## config.mk

```make
export PLATFORM = sky130hd
export DESIGN_NAME = alu_ctrl_seq
export DESIGN_NICKNAME = d
export VERILOG_FILES = /design/src/rtl/alu_ctrl_pkg.sv /design/src/rtl/alu_ctrl_seq_decode.sv /design/src/rtl/alu_ctrl_seq.sv
export SDC_FILE = /design/constraint.sdc
export NUM_CORES = 1
export LEC_CHECK = 0
export BUFFER_PORTS_ARGS = -buffer_cell sky130_fd_sc_hd__buf_2
export CAP_MARGIN = 20
export CORE_MARGIN = 2
export CORE_UTILIZATION = 30
export DETAILED_ROUTE_END_ITERATION = 8
export PLACE_DENSITY = 0.61
export REMOVE_ABC_BUFFERS = 1
export SYNTH_ARGS = -nofsm -noshare
export SYNTH_HDL_FRONTEND = slang
export SYNTH_SLANG_ARGS = --single-unit
```

## constraint.sdc

```tcl
create_clock -name clk -period 1.87 [get_ports clk]
set_input_delay 0.187 -clock clk [delete_from_list [all_inputs] [get_ports clk]]
set_output_delay 0.187 -clock clk [all_outputs]
set_load 0.02 [all_outputs]
```

## src/rtl/alu_ctrl_pkg.sv

```systemverilog
// Shared encodings for the sequential ALU control unit: ALU codes,
// OpALU/funct constants, FSM state type and small elaboration helpers.
package alu_ctrl_pkg;

  // 4-bit ALU control codes; the top zero-extends them to CTRL_W
  localparam logic [3:0] ALU_AND  = 4'b0000;
  localparam logic [3:0] ALU_OR   = 4'b0001;
  localparam logic [3:0] ALU_ADD  = 4'b0010;
  localparam logic [3:0] ALU_XOR  = 4'b0011;
  localparam logic [3:0] ALU_SUB  = 4'b0110;
  localparam logic [3:0] ALU_SLT  = 4'b0111;
  localparam logic [3:0] ALU_SLL  = 4'b1000;
  localparam logic [3:0] ALU_SRL  = 4'b1001;
  localparam logic [3:0] ALU_MULT = 4'b1010;
  localparam logic [3:0] ALU_DIV  = 4'b1011;
  localparam logic [3:0] ALU_NOR  = 4'b1100;
  localparam logic [3:0] ALU_NOP  = 4'b1111;

  // OpALU encodings
  localparam logic [1:0] OP_ADD   = 2'b00;
  localparam logic [1:0] OP_SUB   = 2'b01;
  localparam logic [1:0] OP_RTYPE = 2'b10;
  localparam logic [1:0] OP_SLT   = 2'b11;

  // R-type funct field values
  localparam logic [5:0] FN_ADD  = 6'b100000;
  localparam logic [5:0] FN_SUB  = 6'b100010;
  localparam logic [5:0] FN_AND  = 6'b100100;
  localparam logic [5:0] FN_OR   = 6'b100101;
  localparam logic [5:0] FN_XOR  = 6'b100110;
  localparam logic [5:0] FN_NOR  = 6'b100111;
  localparam logic [5:0] FN_SLT  = 6'b101010;
  localparam logic [5:0] FN_SLL  = 6'b000000;
  localparam logic [5:0] FN_SRL  = 6'b000010;
  localparam logic [5:0] FN_MULT = 6'b011000;
  localparam logic [5:0] FN_DIV  = 6'b011010;

  typedef enum logic {IDLE, BUSY} state_t;

  function automatic int max_int(input int a, input int b);
    return (a > b) ? a : b;
  endfunction

endpackage

```

## src/rtl/alu_ctrl_seq_decode.sv

```systemverilog
// Combinational OpALU/funct decoder. Illegal encodings (including mult/div
// when the multi-cycle unit is disabled) report NOP with illegal set.
module alu_funct_decode
  import alu_ctrl_pkg::*;
#(
  parameter int ENABLE_MULDIV = 1
) (
  input  logic [1:0] op_alu,
  input  logic [5:0] funct,
  output logic [3:0] code,
  output logic       is_multi,
  output logic       is_div,
  output logic       illegal
);

  // Map the operation selector to an ALU code and multi-cycle flags
  always_comb begin
    code     = ALU_NOP;
    is_multi = 1'b0;
    is_div   = 1'b0;
    illegal  = 1'b0;
    case (op_alu)
      OP_ADD: code = ALU_ADD;
      OP_SUB: code = ALU_SUB;
      OP_SLT: code = ALU_SLT;
      default: begin
        case (funct)
          FN_ADD: code = ALU_ADD;
          FN_SUB: code = ALU_SUB;
          FN_AND: code = ALU_AND;
          FN_OR:  code = ALU_OR;
          FN_XOR: code = ALU_XOR;
          FN_NOR: code = ALU_NOR;
          FN_SLT: code = ALU_SLT;
          FN_SLL: code = ALU_SLL;
          FN_SRL: code = ALU_SRL;
          FN_MULT: begin
            if (ENABLE_MULDIV != 0) begin
              code     = ALU_MULT;
              is_multi = 1'b1;
            end else begin
              illegal = 1'b1;
            end
          end
          FN_DIV: begin
            if (ENABLE_MULDIV != 0) begin
              code     = ALU_DIV;
              is_multi = 1'b1;
              is_div   = 1'b1;
            end else begin
              illegal = 1'b1;
            end
          end
          default: illegal = 1'b1;
        endcase
      end
    endcase
  end

endmodule

```

## src/rtl/alu_ctrl_seq.sv

```systemverilog
// Sequential ALU control unit: accepts an op on in_valid & in_ready,
// registers the decoded code, and holds off new ops while mult/div run.
module alu_ctrl_seq
  import alu_ctrl_pkg::*;
#(
  parameter int CTRL_W        = 4,
  parameter int MULT_CYCLES   = 4,
  parameter int DIV_CYCLES    = 8,
  parameter int ENABLE_MULDIV = 1
) (
  input  logic              clk,
  input  logic              rst,
  input  logic              in_valid,
  output logic              in_ready,
  input  logic [1:0]        OpALU,
  input  logic [5:0]        funct,
  output logic [CTRL_W-1:0] alu_ctrl,
  output logic              out_valid,
  output logic              illegal_op,
  output logic              busy,
  output logic              done
);

  localparam int CNT_W = $clog2(max_int(MULT_CYCLES, DIV_CYCLES)) + 1;
  localparam logic [CNT_W-1:0] MULT_LOAD = CNT_W'(MULT_CYCLES - 1);
  localparam logic [CNT_W-1:0] DIV_LOAD  = CNT_W'(DIV_CYCLES - 1);
  localparam logic [CTRL_W-1:0] NOP_W    = '1;

  state_t            state_q, state_d;
  logic [CNT_W-1:0]  cnt_q, cnt_d;
  logic [CTRL_W-1:0] alu_ctrl_q, alu_ctrl_d;
  logic              out_valid_q, out_valid_d;
  logic              illegal_q, illegal_d;

  logic [3:0] dec_code;
  logic       dec_multi;
  logic       dec_div;
  logic       dec_illegal;
  logic       accept;

  alu_funct_decode #(
    .ENABLE_MULDIV(ENABLE_MULDIV)
  ) u_decode (
    .op_alu  (OpALU),
    .funct   (funct),
    .code    (dec_code),
    .is_multi(dec_multi),
    .is_div  (dec_div),
    .illegal (dec_illegal)
  );

  assign in_ready   = (state_q == IDLE);
  assign accept     = in_valid & in_ready;
  assign busy       = (state_q == BUSY);
  assign done       = (state_q == BUSY) && (cnt_q == '0);
  assign alu_ctrl   = alu_ctrl_q;
  assign out_valid  = out_valid_q;
  assign illegal_op = illegal_q;

  // Next-state, counter and output-register update; outputs hold unless an op is accepted
  always_comb begin
    state_d     = state_q;
    cnt_d       = cnt_q;
    alu_ctrl_d  = alu_ctrl_q;
    illegal_d   = illegal_q;
    out_valid_d = 1'b0;
    case (state_q)
      IDLE: begin
        if (accept) begin
          out_valid_d = 1'b1;
          illegal_d   = dec_illegal;
          alu_ctrl_d  = dec_illegal ? NOP_W : CTRL_W'(dec_code);
          if (dec_multi) begin
            state_d = BUSY;
            cnt_d   = dec_div ? DIV_LOAD : MULT_LOAD;
          end
        end
      end
      BUSY: begin
        if (cnt_q == '0) begin
          state_d = IDLE;
        end else begin
          cnt_d = cnt_q - CNT_W'(1);
        end
      end
      default: begin
        state_d = IDLE;
        cnt_d   = '0;
      end
    endcase
  end

  // State and output registers with synchronous reset
  always_ff @(posedge clk) begin
    if (rst) begin
      state_q     <= IDLE;
      cnt_q       <= '0;
      alu_ctrl_q  <= NOP_W;
      out_valid_q <= 1'b0;
      illegal_q   <= 1'b0;
    end else begin
      state_q     <= state_d;
      cnt_q       <= cnt_d;
      alu_ctrl_q  <= alu_ctrl_d;
      out_valid_q <= out_valid_d;
      illegal_q   <= illegal_d;
    end
  end

endmodule

```

==> flow_metrics.py, run 1 <==
metrics = {
    "clocking": {
        "cts.path.max_buffers": 2,
        "tritoncts": "yes",
        "cts_hold_buf": 0,
        "cts.repair.resized": 0,
        "cts_made_buffers": 3,
        "cts_sinks": 11,
        "path_clk_slew_ns": 0.07,
        "htreeDepth": 1,
        "root_buffer": "clkbuf_4",
        "clock_latency_ns": 0.26,
        "cts_setup_buffers": 0,
    },
    "final_layout": {
        "nets": 115,
        "n_antenna_cell": 0,
        "drive_above_1_share_pct": 26.7,
        "syn2layout_area_growth_pct": 21.9,
    },
    "synth": {
        "ys_top_cells_by_area": "dfxtp_1, nor2_1, ha_1, nand2_1, a21oi_1",
        "yosysTopAreaCell": "dfxtp_1",
        "synth_area_sq_um": 652,
        "yosys_most_used_dff": "dfxtp_1",
        "ys_seq_area_share_pct": 33.8,
        "yosysUniqueCellTypes": 34,
        "ys_seq_elements": 11,
        "async_reset_ff_share_pct": 0,
        "synth_top_area_share_pct": 33.8,
        "synthTopCellsByCount": "dfxtp_1, nor2_1, nand2_1",
        "synth-edff-count": 0,
        "synth_most_common_cell": "dfxtp_1",
        "syn_inst": 80,
        "avgSynthCellArea_sq_um": 8.15,
        "ys_warn_count": 0,
    },
    "critical_path": {
        "crit_start": "cnt_q[0]",
        "critPathKind": "register to register",
        "timing.rr.end": "cnt_q[3]",
        "crit_required_ns": 2.06,
        "crit_path_max_fanout": 4,
        "critPathCaptureType": "register",
        "cp-endpoint": "cnt_q[3]",
        "startpoint_type": "register",
        "regToRegSetupSlack_ns": 0.34,
        "r2r_start": "cnt_q[0]",
        "worstRegToRegCells": 6,
        "arrival_ns": 1.72,
    },
    "placed_design": {
        "gp_congestion": 0.789,
        "hpwl_um": 1080,
        "io_buffer_count": 19,
        "pre_cts_ws_ns": 0.317,
    },
    "grt": {
        "grt-ovfl-total": 0,
        "met1_usage_pct": 16.9,
        "grt_pass1_wl_um": 2340,
        "met2_usage_pct": 17.1,
        "grt-busiest-layer": "met2",
        "grt_pass1_vias": 567,
        "grt_antenna_before_repair": 0,
        "grt_usage_pct": 11.9,
        "grtUsageMet3_pct": 0.893,
        "grt_max_degree": 11,
    },
    "timing": {
        "maxSlewHeadroom_pct": 72.2,
        "totalNegativeSetupSlack_ns": 0,
        "timing.final.crit_share_pct": 82.1,
        "setup_ws_ns": 0.335,
        "worst_slew_pin_slew_ns": 0.407,
        "setup-violations-final": 0,
        "clock.fmax_mhz": 652,
        "slew_violations": 0,
        "fin_skew_ns": 0.00233,
        "grt_setup_unrepaired": "false",
        "hold_viol": 0,
        "post-route-min-period_ns": 1.53,
    },
    "floorplanning": {
        "die_h_um": 50.6,
        "core_sq_mm": 0.00200,
        "die_area_sq_mm": 0.00256,
        "core.rowCount": 16,
        "die_w_um": 50.6,
        "initial_core_util_pct": 32.6,
        "pin_count": 20,
    },
    "worst_hold_path": {
        "hold_class": "input port to register",
    },
    "power_and_ir_drop": {
        "swShare_pct": 26.7,
        "max-vdd-ir-drop_uv": 245,
        "pwr-share-seq_pct": 50.4,
        "p_per_area_mw_per_mm2": 613,
        "combPwrFrac_pct": 17.3,
        "leakagePower_nw": 0.304,
        "p_clk_share_pct": 32.4,
        "switching_power_uw": 130,
        "intPower_uw": 357,
    },
    "drt": {
        "viasPerCell": 5.06,
        "route.detailed.drc": 0,
        "drtIter0Drc": 17,
        "first_pass_iters": 4,
        "routed_wl_um": 1380,
        "vias": 648,
        "drt.antenna.violating_nets": 0,
        "routedWlPerCell_um": 10.8,
    },
    "outcome": {
        "outcome": "complete, no violations",
    },
    "job": {
        "max-cap-violations": 0,
    },
}
==> cell usage in the layout, fill, tap and decap left out, types with 3 or more instances in the layout <==
master / n
nor3_1: 4
nand2_1: 6
nand3_1: 3
nor2_1: 7
buf_2: 19
a21oi_1: 4
inv_1: 5
dfxtp_1: 11
clkbuf_4: 3
==> per-layer routing <==
layer,part of all wire [%],vias to the layer above
li1,-,336
met4,0,0
met2,44,26
met3,6.7,0
met1,50,286
met5,0,-
==> logic make-up after synthesis <==
logic type / synth area share [%]
AND/OR/NAND/NOR: 30.1
buffers and inverters: 5.95
adder cells (fa/ha/maj): 5.37
AO/OA/AOI/OAI: 20.7
XOR/XNOR: 4.03
flip-flops: 33.8
==> metrics by stage <==
| stage | utilization, % | hold slack (ns) | cells | power (mW) | cell area [sq um] |
|---|---|---|---|---|---|
| after floorplan | - | 0.256 | 77 | 0.297 | 632 |
| after global placement | 38.4 | 0.465 | 124 | 0.334 | 768 |
| after detailed placement | 38.4 | 0.470 | 124 | 0.335 | 768 |
| after CTS | 39.7 | 0.191 | 128 | 0.495 | 795 |
| after global routing | 39.7 | 0.199 | 128 | 0.516 | 795 |
| final | 39.7 | 0.199 | 128 | 0.487 | 795 |
==> critical path, cell delays in order, from the launching register on <==
cell	delay [ns]
dfxtp_1	0.38
inv_1	0.08
ha_1	0.21
a21oi_2	0.14
nor4b_1	0.36
xnor2_1	0.12
nor3_1	0.17
==> power groups by stage <==
stage               clock network (mW)  logic [mW]  registers (mW)
detailed placement                   0      0.0842           0.251
global route                     0.176      0.0940           0.246
global placement                     0      0.0835           0.251
CTS                              0.165      0.0843           0.246
floorplan                            0      0.0357           0.261
finish                           0.158      0.0841           0.246
==> how the worst min path moves through the flow <==
| stage | endpoint | startpoint | cells after the start | slack (ns) |
|---|---|---|---|---|
| global placement | alu_ctrl[1] | alu_ctrl[1] | 2 | 0.47 |
| global route | busy | rst | 2 | 0.20 |
| detailed placement | alu_ctrl[1] | alu_ctrl[1] | 2 | 0.47 |
| finish | cnt_q[2] | rst | 2 | 0.20 |
| CTS | cnt_q[2] | rst | 2 | 0.19 |
| floorplan | cnt_q[2] | rst | 1 | 0.26 |
==> flip-flops by register name (all words and copies together) (netlist names) <==
register    cells
alu_ctrl        4
busy            1
cnt_q           4
illegal_op      1
out_valid       1
==> layout make-up <==
| class | instances | area, sq um |
|---|---|---|
| flip-flops and latches | 11 | 220 |
| repair buffers | 20 | 103 |
| inverters | 5 | 18.8 |
| multi-input cells | 61 | 393 |
| fillers | 223 | 1210 |
| well taps | 27 | 33.8 |
| clock buffers | 4 | 26.3 |
No activity file was read; power rests on OpenSTA's default activity.
==> inputs of run 2 (changes only) <==
PLACE_DENSITY = 0.63   (was 0.61)
clock period = 1.3 ns   (was 1.87 ns; I/O delays follow)
==> flow_metrics.py, run 2 (synthesis results as in run 1) <==
metrics = {
    "outcome": {
        "outcome": "complete, no violations",
    },
    "grt": {
        "grt_pass1_wl_um": 2730,
        "grt_usage_pct": 14.1,
        "grt-ovfl-total": 0,
        "grt_max_degree": 9,
        "grt_pass1_vias": 671,
        "grt_antenna_before_repair": 0,
    },
    "timing": {
        "timing.final.crit_share_pct": 96.2,
        "worst_slew_pin_slew_ns": 0.415,
        "grt_setup_unrepaired": "true",
        "fin_skew_ns": 0.00132,
        "post-route-min-period_ns": 1.25,
        "maxSlewHeadroom_pct": 71.6,
        "slew_violations": 0,
        "hold_viol": 0,
        "clock.fmax_mhz": 800,
        "whs_ns": 0.126,
        "setup-violations-final": 0,
    },
    "drt": {
        "drt-met1-wl_um": 787,
        "dr_wl_met2_um": 717,
        "drt.antenna.violating_nets": 0,
        "routedWlPerCell_um": 11.0,
        "drtIter0Drc": 6,
        "routed_wl_um": 1630,
        "first_pass_iters": 4,
        "viasPerCell": 4.80,
        "wl_met3_um": 77,
        "route.detailed.drc": 0,
        "vias": 711,
        "top_layer_used": "met4",
    },
    "placed_design": {
        "gp_congestion": 0.782,
        "dp.cells": 144,
        "hpwl_um": 1270,
        "place_area_sq_um": 918,
        "io_buffer_count": 19,
    },
    "critical_path": {
        "timing.rr.end": "cnt_q[3]",
        "critPathKind": "register to output port",
        "worstRegToRegCells": 6,
        "r2r_start": "cnt_q[0]",
        "startpoint_type": "register",
        "critPathCaptureType": "output port",
        "crit_required_ns": 1.17,
        "arrival_ns": 1.12,
        "crit_start": "cnt_q[0]",
        "cp-endpoint": "done",
        "regToRegSetupSlack_ns": 0.06,
        "crit_path_max_fanout": 2,
    },
    "job": {
        "max-cap-violations": 0,
    },
    "final_layout": {
        "final_cell_area_sq_um": 991,
        "finalNonFillerCells": 148,
        "fillerInstances": 200,
        "final_common_cell": "buf_4",
        "final_cell_mix": "buf_4, buf_2, dfxtp_1, nor2_1, nand2_1",
        "nets": 135,
        "syn2layout_area_growth_pct": 52.0,
        "drive_above_1_share_pct": 45.5,
        "n_antenna_cell": 0,
    },
    "clocking": {
        "htreeDepth": 1,
        "cts_made_buffers": 3,
        "path_clk_slew_ns": 0.07,
        "clock_latency_ns": 0.28,
        "tritoncts": "yes",
        "cts_sinks": 11,
        "root_buffer": "clkbuf_4",
        "cts.path.max_buffers": 2,
        "cts_hold_buf": 0,
    },
    "power_and_ir_drop": {
        "p_per_area_mw_per_mm2": 756,
        "max-vdd-ir-drop_uv": 294,
        "p_total_uw": 749,
        "leakagePower_nw": 0.412,
    },
    "worst_hold_path": {
        "hold_class": "input port to register",
    },
    "floorplanning": {
        "core.rowCount": 16,
        "die_w_um": 50.6,
        "core_sq_mm": 0.00200,
        "die_area_sq_mm": 0.00256,
        "pin_count": 20,
        "die_h_um": 50.6,
        "initial_core_util_pct": 32.6,
    },
}
run 2: how the worst min path moves through the flow:
stage | from | to | slack, ns | cells after the start
finish | rst | cnt_q[0] | 0.13 | 2
global route | rst | out_valid | 0.15 | 2
CTS | rst | cnt_q[0] | 0.12 | 2
detailed placement | rst | out_valid | 0.42 | 2
global placement | rst | out_valid | 0.41 | 2
floorplan | rst | cnt_q[2] | 0.20 | 1
run 2: report_power, final:
group	leakage [nW]	switching [mW]	internal, mW	total, mW
logic	0.306	0.0804	0.0711	0.152
clock network	0.0150	0.125	0.119	0.244
registers	0.0909	0.00469	0.348	0.353
run 2: layer usage:
| layer | vias up | GRT usage [%] |
|---|---|---|
| met5 | - | 0 |
| met4 | 0 | 10.8 |
| met3 | 5 | 2.38 |
| met2 | 21 | 21.9 |
| met1 | 312 | 17.1 |
| li1 | 373 | - |
run 2: per-stage QoR:
stage                     utilization (%)  worst slack (ns)  TNS (ns)
after floorplan                         -            -0.241    -0.869
after global placement               45.9            -0.181    -0.485
after detailed placement             45.9            -0.204    -0.854
after CTS                            48.0           0.00994         0
after global routing                 49.5           -0.0827    -0.122
final                                49.5            0.0500         0
run 2: final cells by class:
type	instances	area, sq um	share of cell area (%)
multi-input cells	61	430	43.4
repair buffers	40	259	26.1
flip-flops and latches	11	223	22.5
well taps	27	33.8	3.41
clock buffers	4	26.3	2.65
inverters	5	18.8	1.89
run 2: worst max-delay path, stage by stage, from the launching register on:
cell	delay, ns
dfxtp_2	0.34
inv_2	0.05
ha_4	0.16
and3_1	0.17
buf_6	0.13
run 2: what timing repair did:
action                     4_1_cts  5_1_grt
buffers inserted                 0        0
gates resized for setup          5        8
setup endpoints to repair        2        5
pin swaps                        0        4
==> inputs of run 3 (changes only) <==
PLACE_DENSITY = 0.61   (was 0.63)
clock period = 1.28 ns   (was 1.3 ns; I/O delays follow)
==> flow_metrics.py, run 3 (synthesis results as in run 1) <==
metrics = {
    "final_layout": {
        "finalNonFillerCells": 150,
        "multi_input_area_sq_um": 448,
        "final_cell_mix": "buf_4, buf_2, dfxtp_1, nor2_1, nand2_1",
        "seq_area_sq_um": 223,
        "n_antenna_cell": 0,
        "nets": 137,
        "drive_above_1_share_pct": 47.2,
        "syn2layout_area_growth_pct": 57.0,
        "final_common_cell": "buf_4",
        "fillerInstances": 208,
    },
    "timing": {
        "fin_skew_ns": 0.000616,
        "grt_setup_unrepaired": "true",
        "setup_ws_ns": 0.0235,
        "post-route-min-period_ns": 1.26,
        "clock.fmax_mhz": 796,
        "setup-violations-final": 0,
        "maxSlewHeadroom_pct": 66.1,
        "timing.final.crit_share_pct": 98.2,
        "hold_viol": 0,
        "slew_violations": 0,
        "worst_slew_pin_slew_ns": 0.507,
    },
    "drt": {
        "drt-met1-wl_um": 726,
        "vias": 735,
        "top_layer_used": "met4",
        "viasPerCell": 4.90,
        "first_pass_iters": 4,
        "drt.antenna.violating_nets": 0,
        "routedWlPerCell_um": 10.7,
        "routed_wl_um": 1610,
        "wl_met3_um": 66,
        "route.detailed.drc": 0,
        "dr_wl_met2_um": 806,
        "drtIter0Drc": 17,
    },
    "power_and_ir_drop": {
        "max-vdd-ir-drop_uv": 406,
        "p_total_uw": 751,
        "p_per_area_mw_per_mm2": 733,
        "leakagePower_nw": 0.426,
    },
    "floorplanning": {
        "pin_count": 20,
        "core.rowCount": 16,
        "die_area_sq_mm": 0.00256,
        "die_w_um": 50.6,
        "core_sq_mm": 0.00200,
        "die_h_um": 50.6,
        "initial_core_util_pct": 32.6,
    },
    "placed_design": {
        "dp.cells": 146,
        "hpwl_um": 1240,
        "io_buffer_count": 19,
        "gp_congestion": 0.893,
        "pre_cts_ws_ns": -0.213,
    },
    "clocking": {
        "cts_sinks": 11,
        "htreeDepth": 1,
        "tritoncts": "yes",
        "path_clk_slew_ns": 0.06,
        "cts_hold_buf": 0,
        "root_buffer": "clkbuf_4",
        "cts_made_buffers": 3,
        "cts.path.max_buffers": 2,
        "clock_latency_ns": 0.26,
    },
    "critical_path": {
        "regToRegSetupSlack_ns": 0.04,
        "startpoint_type": "input port",
        "critPathKind": "input port to register",
        "arrival_ns": 1.38,
        "crit_required_ns": 1.41,
        "critPathCaptureType": "register",
        "crit_path_max_fanout": 5,
    },
    "outcome": {
        "outcome": "complete, no violations",
    },
    "worst_hold_path": {
        "hold_class": "input port to register",
    },
    "grt": {
        "grt_pass1_vias": 670,
        "grt_pass1_wl_um": 2730,
        "grt_antenna_before_repair": 0,
        "grt-ovfl-total": 0,
        "grt_usage_pct": 13.7,
        "grt_max_degree": 9,
    },
    "job": {
        "max-cap-violations": 0,
    },
}
==> run 3: cell types whose count changed in the layout (fill, tap and decap cells not counted), sizes merged <==
cell	previous run	this run
buf	40	42
==> run 3: routing by layer <==
metal | track usage [%] | vias to the layer above
li1 | - | 380
met1 | 17.7 | 333
met2 | 23.0 | 20
met3 | 0.893 | 2
met4 | 6.76 | 0
met5 | 0 | -
==> run 3: worst paths after layout <==
| check | start | end | cells after the start |
|---|---|---|---|
| setup / recovery | funct[5] | alu_ctrl[0] | 6 |
| hold / removal | rst | cnt_q[2] | 2 |
| hold reg to reg | alu_ctrl[1] | alu_ctrl[1] | 2 |
| setup reg to reg | cnt_q[1] | cnt_q[3] | 6 |
==> run 3: where the power goes <==
group | switching (mW) | leakage [nW] | internal [mW]
combinational | 0.0876 | 0.320 | 0.0787
sequential | 0.00450 | 0.0909 | 0.354
clock | 0.106 | 0.0150 | 0.120
total | 0.198 | 0.426 | 0.553
==> run 3: final cells by class <==
type / instances / share of cell area, %
flip-flops and latches: 11 / 21.8
clock buffers: 4 / 2.57
inverters: 5 / 1.83
well taps: 27 / 3.30
repair buffers: 42 / 26.8
multi-input cells: 61 / 43.8
==> run 3: what timing repair did <==
item / in CTS / in global routing
setup buffers: 0 / 0
resized for setup: 6 / 10
pin swaps: 0 / 7
endpoints found under the setup margin: 2 / 8
==> run 3: critical path: stages <==
cell and delay (ns):
buf_2 0.12, nand2_1 0.06, a2111oi_1 0.53, a311oi_2 0.12, a21oi_1 0.30, o211ai_1 0.14
==> run 3: stage by stage <==
| stage | util, % | hold WS (ns) | area, sq um | setup TNS (ns) |
|---|---|---|---|---|
| 6_report | 51.1 | 0.139 | 1020 | 0 |
| 4_1_cts | 49.1 | 0.144 | 982 | 0 |
| 3_5_place_dp | 46.6 | 0.414 | 933 | -1.39 |
| 5_1_grt | 51.1 | 0.157 | 1020 | -0.378 |
| 2_1_floorplan | - | 0.197 | 632 | -1.03 |
| 3_3_place_gp | 46.6 | 0.414 | 933 | -1.00 |
